## src/rtl/distortion_processor.sv

```systemverilog
// Scales a signed sample by gainNum/gainDen (multiply, 32-step restoring divide),
// hard-clips to +/-CLIP_LEVEL and emits one output sample with a valid strobe.
module distortion_processor #(
   parameter logic signed [15:0] CLIP_LEVEL = 16'sd8000,
   parameter int                 DROP_CNT_W = 8
) (
   input  logic                    CLK,
   input  logic                    RST_N,
   input  logic signed [15:0]      sample_in,
   input  logic                    sample_valid,
   input  logic signed [15:0]      gainNum,
   input  logic signed [15:0]      gainDen,
   output logic signed [15:0]      sample_out,
   output logic                    out_valid,
   output logic                    busy,
   output logic [DROP_CNT_W-1:0]   drop_count
);

   typedef enum logic [1:0] {IDLE, MUL, DIV, SAT} state_t;

   localparam logic signed [31:0] CLIP_HI = 32'(CLIP_LEVEL);
   localparam logic signed [31:0] CLIP_LO = -CLIP_HI;

   state_t               state_reg, state_next;
   logic [5:0]           iter_reg;
   logic signed [15:0]   sample_reg;
   logic [15:0]          num_reg, den_reg;
   logic                 sign_reg;
   logic [31:0]          quot_reg;
   logic [16:0]          rem_reg;

   logic signed [15:0]   gain_raw  [2];
   logic [15:0]          gain_safe [2];
   logic signed [31:0]   product;
   logic [31:0]          product_mag;
   logic [16:0]          rem_shift, rem_sub;
   logic                 rem_ge;
   logic signed [31:0]   quot_signed;
   logic signed [15:0]   clip_val;

   assign gain_raw[0] = gainNum;
   assign gain_raw[1] = gainDen;

   // Non-positive gain operands collapse to 1 so the divide always sees a positive divisor.
   genvar gi;
   generate
      for (gi = 0; gi < 2; gi++) begin : g_sanitise
         assign gain_safe[gi] = (gain_raw[gi] <= 16'sd0) ? 16'd1 : gain_raw[gi];
      end
   endgenerate

   assign product     = 32'(sample_reg) * 32'($signed(num_reg));
   assign product_mag = product[31] ? $unsigned(-product) : $unsigned(product);

   // One restoring-divide step: shift in the next dividend bit, subtract if it fits.
   assign rem_shift = {rem_reg[15:0], quot_reg[31]};
   assign rem_ge    = rem_reg[16] | (rem_shift >= {1'b0, den_reg});
   assign rem_sub   = rem_shift - {1'b0, den_reg};

   assign quot_signed = sign_reg ? -$signed(quot_reg) : $signed(quot_reg);

   always_ff @(posedge CLK or negedge RST_N) begin
      if (!RST_N) state_reg <= IDLE;
      else        state_reg <= state_next;
   end

   always_comb begin
      state_next = state_reg;
      case (state_reg)
         IDLE:    if (sample_valid) state_next = MUL;
         MUL:     state_next = DIV;
         DIV:     if (iter_reg == 6'd31) state_next = SAT;
         default: state_next = IDLE;
      endcase
   end

   always_comb begin
      busy = (state_reg != IDLE);
      if (quot_signed > CLIP_HI)      clip_val = CLIP_LEVEL;
      else if (quot_signed < CLIP_LO) clip_val = -CLIP_LEVEL;
      else                            clip_val = quot_signed[15:0];
   end

   always_ff @(posedge CLK or negedge RST_N) begin
      if (!RST_N) begin
         sample_reg <= '0;
         num_reg    <= '0;
         den_reg    <= '0;
         sign_reg   <= 1'b0;
         quot_reg   <= '0;
         rem_reg    <= '0;
         iter_reg   <= '0;
         sample_out <= '0;
         out_valid  <= 1'b0;
      end else begin
         out_valid <= 1'b0;
         case (state_reg)
            IDLE: if (sample_valid) begin
               sample_reg <= sample_in;
               num_reg    <= gain_safe[0];
               den_reg    <= gain_safe[1];
            end
            MUL: begin
               sign_reg <= product[31];
               quot_reg <= product_mag;
               rem_reg  <= '0;
               iter_reg <= '0;
            end
            DIV: begin
               rem_reg  <= rem_ge ? rem_sub : rem_shift;
               quot_reg <= {quot_reg[30:0], rem_ge};
               iter_reg <= iter_reg + 6'd1;
            end
            default: begin
               sample_out <= clip_val;
               out_valid  <= 1'b1;
            end
         endcase
      end
   end

   always_ff @(posedge CLK or negedge RST_N) begin
      if (!RST_N)
         drop_count <= '0;
      else if (busy && sample_valid && (drop_count != '1))
         drop_count <= drop_count + DROP_CNT_W'(1);
   end

endmodule

```

## config.mk

```make
export PLATFORM = sky130hd
export DESIGN_NAME = distortion_processor
export DESIGN_NICKNAME = d
export VERILOG_FILES = /design/src/rtl/distortion_processor.sv
export SDC_FILE = /design/constraint.sdc
export NUM_CORES = 1
export LEC_CHECK = 0
export ABC_AREA = 1
export BUFFER_PORTS_ARGS = -buffer_cell sky130_fd_sc_hd__buf_4
export CAP_MARGIN = 20
export CORE_ASPECT_RATIO = 1.2
export CORE_MARGIN = 3
export CORE_UTILIZATION = 53
export DETAILED_ROUTE_END_ITERATION = 8
export PLACE_DENSITY = 0.7
export REMOVE_ABC_BUFFERS = 1
export SLEW_MARGIN = 20
export SYNTH_ARGS = -nofsm -noshare
export SYNTH_HDL_FRONTEND = slang
export SYNTH_SLANG_ARGS = --single-unit
```

## constraint.sdc

```tcl
create_clock -name CLK -period 18.8 [get_ports CLK]
set_input_delay 4.7 -clock CLK [delete_from_list [all_inputs] [get_ports CLK]]
set_output_delay 4.7 -clock CLK [all_outputs]
set_load 0.02 [all_outputs]
```

==> impl_summary.txt, run 1 <==
----------------------------------------------------
[Outcome]
  Run status ... finished, final reports clean

[Layout]
  Layout Area Growth over Synthesis ... 7.26%
  Fill cell total of the finished layout ... 3393
  Number of flip-flops in the largest register ... 32
  Ratio of cells with drive above 1 in the final layout ... 6.81%
  Antenna diodes ... 0
  Non-filler instance count after layout ... 3171
  Post-layout net count ... 3113

[Clock network]
  Clock tree from TritonCTS ... yes
  Number of buffers on the longest clock path ... 2
  Total clock sinks ... 131
  Clock root cell ... clkbuf_16
  Clock latency on the worst-skew pair ... 450 ps
  Cts repair resizes ... 0
  Number of H-tree levels ... 4
  CTS clock-pin slew for the worst setup and hold paths ... 60 ps
  Post-CTS repair timing setup buffer count ... 0
  # hold bufs at CTS ... 0
  Total clock buffers created by CTS ... 17

[Place]
  Number of placed cells counting well taps ... 3141
  HPWL after DPL ... 42100 µm
  Number of buffers added on ports ... 76
  Pre-CTS worst setup slack ... 11420 ps
  Routability-driven placement congestion ratio ... 0.953

[Global routing]
  Aggregate global-route resource usage ... 27.8%
  Largest net degree at the start of global routing ... 78
  Via count of the first global-routing pass ... 17490
  Initial antenna violation count ... 0
  First-pass GRT wire length ... 87400 µm
  Remaining global-route overflow ... 0

[Routing]
  Mean number of vias per cell ... 5.23
  First-pass DRT Iterations ... 6
  DRC Markers ... 0
  Routed WL per cell ... 16.4 µm
  Iter 0 DRT Violations ... 1121
  Aggregate routed wire length ... 52100 µm
  DR vias ... 16583
  DRT antenna net count ... 0

[Timing]
  TNS Setup ... 0 ps
  Slew at the pin closest to its max-slew limit ... 1000 ps
  Finish-stage setup viols ... 0
  Period utilisation layout ... 39.4%
  Final count of hold timing violations ... 0
  Unrepaired setup endpoints after global routing ... false
  Post-layout minimum cycle time ... 7400 ps
  Setup clock skew after layout ... 11.9 ps
  Final worst setup slack ... 11400 ps
  Slew headroom ... 33.3%
  Highest clock frequency the design can meet ... 135 MHz
  Max Slew Vio Count ... 0

[Worst setup path]
  Worst-path fanout max ... 28
  Maximum cell stage delay along the critical path ... 650 ps
  Endpoint of the worst-slack reg-to-reg timing path ... quot_reg[19]
  Most common cell type on the critical path ... fa_1
  Type of the worst setup path ... reg2reg
  Slack of the worst reg-to-reg path ... 11400 ps
  Nature of the critical path endpoint ... register
  Cell with the biggest individual delay on the critical path ... fa_1
  Reg2reg path depth ... 27
  Crit Reg-Reg Startpoint ... num_reg[1]
  Arrival time worst endpoint ... 7720 ps
  Crit start category ... register
  Crit path required time ... 19110 ps

[Synthesis]
  Yosys Warn Count ... 0
  Number of flops mapped to enable cells by yosys ... 0
  Sequential area share after synthesis ... 16.8%
  Share of flip-flops with an asynchronous set or reset ... 100%
  Main synth FF type ... dfrtp_1
  Post-Synthesis Cell Area ... 0.0195 mm²
  Count of distinct cell types in the synthesized netlist ... 56
  Seq cells post-synth ... 131
  Gate Count Post-Synth ... 2690
  Average cell area after synthesis ... 7.25 µm²

[Hold path]
  Hold Crit Class ... reg2reg
  Hold Path Sink ... sample_out[13]
  Origin of the worst min-delay path ... sample_out[13]
  Hold Path Stages ... 2

[Job]
  Maximum capacitance violations ... 0

[Floorplan]
  Die Area ... 0.0391 mm²
  Placeable Area ... 0.0361 mm²
  Total number of placement rows ... 76
  X dimension of the die ... 181 µm
  Vertical extent of the die ... 216 µm
  Initial core utilization ... 54.0%
  Number of primary I/O pins ... 77

----------------------------------------------------
==> worst max path at each step <==
stage | start | slack (ps) | endpoint | cells past startpoint
6_report | num_reg[1] | 11400 | quot_reg[19] | 27
3_3_place_gp | num_reg[1] | 11450 | quot_reg[17] | 26
3_5_place_dp | num_reg[1] | 11420 | quot_reg[19] | 27
4_1_cts | num_reg[1] | 11400 | quot_reg[19] | 27
5_1_grt | num_reg[1] | 10840 | quot_reg[17] | 26
2_1_floorplan | sample_valid | 11940 | den_reg[0] | 4
==> critical path: cells and delay by family (launching register included) <==
| family | cells | cell delay [ps] |
|---|---|---|
| AND/OR/NAND/NOR | 11 | 1730 |
| buffers and inverters | 6 | 980 |
| flip-flops | 1 | 630 |
| adder cells (fa/ha/maj) | 7 | 3570 |
| AO/OA/AOI/OAI | 3 | 310 |
==> stage by stage <==
stage                     hold WS, ps  instance area, µm²  utilization, %
final                             480               20900            57.9
after global placement            465               20300            56.2
after floorplan                   451               19100               -
after CTS                         486               20900            57.9
after detailed placement          470               20300            56.2
after global routing              507               20900            57.9
==> cells in the mapped netlist (3+ instances only) <==
cell type	number	area, µm²
nand2_1	791	2970
inv_1	638	2390
fa_1	263	5270
nor2_1	143	537
dfrtp_1	131	3280
nand3_1	110	551
ha_1	107	1340
clkbuf_1	87	327
xor2_1	62	543
o21ai_0	59	295
a21oi_1	47	235
nand4_1	31	194
xnor2_1	21	184
nor3_1	20	100
o221ai_1	19	166
nand2_2	17	106
o21ai_1	11	55.1
inv_2	10	37.5
nor4_1	10	62.6
nor2_2	9	56.3
and2_1	8	50.1
buf_2	8	40.0
or2_2	8	50.1
o22ai_1	7	43.8
a21oi_2	6	52.6
o211ai_1	6	45.0
o21bai_1	6	45.0
nand3_2	5	50.1
clkinv_1	4	15.0
nand3b_1	4	30.0
nor2_4	4	45.0
o31ai_1	3	22.5
xnor2_2	3	48.8
==> kinds of logic (layout without fill, tap and decap cells) <==
kind of cell,count (synthesis),after routing,synth area share [%]
AOI/OAI and AO/OA,182,182,5.73
xor gates and xnor gates,86,86,3.98
DFF,131,131,16.8
adders and majority gates,370,370,33.9
buffers and inverters,752,765,14.6
and+or+nand+nor,1169,1169,25.0
==> cells in the final DEF, fill, tap and decap left out, types with 17 or more instances in the layout <==
master     count
a21oi_1       47
buf_4         81
clkbuf_16     17
dfrtp_1      131
fa_1         263
ha_1         107
inv_1        638
nand2_1      791
nand2_2       17
nand3_1      110
nand4_1       31
nor2_1       143
nor3_1        20
o21ai_0       59
o221ai_1      19
xnor2_1       21
xor2_1        62
==> per-layer routing <==
metal	share of wire, %	wire length, µm	up-vias	track usage [%]
met4	4.4	2280	0	12.2
met2	53	27600	468	52.0
met1	38	20000	8002	31.5
met5	0	0	-	0
met3	4.3	2250	131	3.61
li1	-	-	7982	-
==> final cells by class <==
class / count / area, µm² / share of cell area, %
clock inverter: 13 / 163 / 0.778
tap: 468 / 586 / 2.80
timing repair buffer: 82 / 619 / 2.96
multi-input combinational: 1807 / 13400 / 64.0
inverter: 653 / 2450 / 11.7
clock buffer: 17 / 425 / 2.03
sequential: 131 / 3280 / 15.7
Power of run 1 is left out: the tool's default activity adds up to more than one toggle a clock period on the data nets, which glitch-free logic cannot reach.
==> inputs of run 2 (changes only) <==
PLACE_DENSITY = 0.73   (was 0.7)
clock period = 6.7 ns   (was 18.8 ns; I/O delays follow)
==> run 2 against run 1 <==
  * Flip-flop and latch count stayed put
  * Register-to-register slack got worse by 11000 ps
  * Core utilization grew 3.9 points
  * Clock skew grew 8.9 ps
  * Hold slack improved by 5.4 ps
  * Final cell count rose by 3.9%
  * Die area is the same
  * First-iteration DRC count down 14%
  * Wire length up 1.4%
  * Critical path depth down 1
  * Critical path type unchanged
==> impl_summary.txt, run 2 (synthesized netlist as in run 1, its figures left out) <==
----------------------------------------------------
[Outcome]
  Run status ... finished, final reports clean (unchanged)

[Routing]
  DRT antenna net count ... 0 (unchanged)
  Iter 0 DRT Violations ... 964 (was 1121)
  First-pass DRT Iterations ... 5 (was 6)
  Routed WL per cell ... 16.0 µm (was 16.4 µm)
  DR vias ... 17163 (was 16583)
  Aggregate routed wire length ... 52900 µm (was 52100 µm)
  DRC Markers ... 0 (unchanged)
  Mean number of vias per cell ... 5.21 (was 5.23)

[Worst setup path]
  Arrival time worst endpoint ... 6700 ps (was 7720 ps)
  Crit path required time ... 6990 ps (was 19110 ps)
  CP bufs+invs ... 8 (was 6)
  Most common cell type on the critical path ... fa_1 (unchanged)
  Cell with the biggest individual delay on the critical path ... fa_1 (unchanged)
  Worst-path fanout max ... 12 (was 28)
  Nature of the critical path endpoint ... register (unchanged)
  Cell family with most CP delay ... adder cells (unchanged)
  Type of the worst setup path ... reg2reg (unchanged)
  Crit start category ... register (unchanged)
  Maximum cell stage delay along the critical path ... 580 ps (was 650 ps)

[Timing]
  Slew at the pin closest to its max-slew limit ... 1160 ps (was 1000 ps)
  Max Slew Vio Count ... 0 (unchanged)
  Setup clock skew after layout ... 20.7 ps (was 11.9 ps)
  WHS ... 486 ps (was 480 ps)
  Slew headroom ... 22.0% (was 33.3%)
  Unrepaired setup endpoints after global routing ... true (was false)
  Finish-stage setup viols ... 0 (unchanged)
  Post-layout minimum cycle time ... 6410 ps (was 7400 ps)
  Period utilisation layout ... 95.7% (was 39.4%)
  Final count of hold timing violations ... 0 (unchanged)
  Highest clock frequency the design can meet ... 156 MHz (was 135 MHz)
  Final worst setup slack ... 290 ps (was 11400 ps)

[Global routing]
  Largest net degree at the start of global routing ... 87 (was 78)
  Via count of the first global-routing pass ... 18141 (was 17490)
  Initial antenna violation count ... 0 (unchanged)
  Aggregate global-route resource usage ... 27.6% (was 27.8%)
  Remaining global-route overflow ... 0 (unchanged)
  First-pass GRT wire length ... 87400 µm (about the same)

[Floorplan]
  X dimension of the die ... 181 µm (unchanged)
  Die Area ... 0.0391 mm² (unchanged)
  Vertical extent of the die ... 216 µm (unchanged)
  Placeable Area ... 0.0361 mm² (unchanged)
  Number of primary I/O pins ... 77 (unchanged)
  Initial core utilization ... 54.0% (unchanged)
  Total number of placement rows ... 76 (unchanged)

[Layout]
  Final instance area ... 0.0223 mm² (was 0.0209 mm²)
  Ratio of cells with drive above 1 in the final layout ... 14.4% (was 6.81%)
  Post-layout net count ... 3236 (was 3113)
  Antenna diodes ... 0 (unchanged)
  Number of flip-flops in the largest register ... 32 (unchanged)
  Commonest non-fill, non-tap cell in the layout ... nand2_1 (unchanged)
  Layout Area Growth over Synthesis ... 14.5% (was 7.26%)
  Non-filler instance count after layout ... 3296 (was 3171)
  Most used cells in the layout excluding fill and tap cells ... 765 x nand2_1, 634 x inv_1, 261 x fa_1 (was 791 x nand2_1, 638 x inv_1, 263 x fa_1)

[Place]
  HPWL after DPL ... 42900 µm (was 42100 µm)
  Number of buffers added on ports ... 76 (unchanged)
  Routability-driven placement congestion ratio ... 0.975 (was 0.953)
  Pre-CTS worst setup slack ... -48.3 ps (was 11420 ps)
  Placed Instance Area ... 0.0211 mm² (was 0.0203 mm²)
  Number of placed cells counting well taps ... 3239 (was 3141)

[Clock network]
  Clock tree from TritonCTS ... yes (unchanged)
  Clock root cell ... clkbuf_16 (unchanged)
  Total clock sinks ... 131 (unchanged)
  Number of buffers on the longest clock path ... 2 (unchanged)
  Number of H-tree levels ... 4 (unchanged)
  # hold bufs at CTS ... 0 (unchanged)
  Total clock buffers created by CTS ... 17 (unchanged)
  Clock latency on the worst-skew pair ... 460 ps (was 450 ps)
  CTS clock-pin slew for the worst setup and hold paths ... 60 ps (about the same)

[Hold path]
  Hold Crit Class ... reg2reg (unchanged)

[Job]
  Maximum capacitance violations ... 0 (unchanged)

----------------------------------------------------
-- run 2: metal layers --
metal  GRT usage [%]  wire length [µm]  up-vias
met2            51.1             27800      468
met4            13.8              2860        0
met1            31.0             20000     8313
met5               0                 0        -
met3            3.68              2290      162
li1                -                 -     8220
-- run 2: area by class of cell --
cell class              instances  area (µm²)
clock buffers                  20         447
clock inverters                12         134
fillers                      3260       13800
inverters                     653        2450
multi-input cells            1807       13800
flip-flops and latches        131        3310
well taps                     468         586
repair buffers                205        1660
-- run 2: through the flow --
step,util [%],setup TNS [ps]
final,61.8,0
after floorplan,-,0
after CTS,60.1,0
after global placement,58.5,-132
after detailed placement,58.5,-132
after global routing,61.8,-221
-- run 2: worst min-delay path: cells and delay by family, from the launching register on --
family / cells / cell delay, ps
flip-flops: 1 / 340
AND/OR/NAND/NOR: 2 / 100
-- run 2: path summary, 6_finish.rpt --
path	from	end	slack, ps	cells past startpoint
worst max-delay path	sample_reg[15]	quot_reg[16]	290	26
worst min-delay path	sample_out[15]	sample_out[15]	490	2
worst max register to register	sample_reg[15]	quot_reg[16]	290	26
worst min register to register	sample_out[15]	sample_out[15]	490	2
max in group asynchronous	RST_N	sample_reg[12]	4230	2
min in group asynchronous	RST_N	den_reg[11]	1270	1
-- run 2: timing repair --
item	CTS	global route
gates resized for setup	4	124
hold endpoints to repair	0	0
pin swaps	0	17
setup buffers	0	25
endpoints found under the setup margin	9	31
Power of run 2 is left out for the same reason.
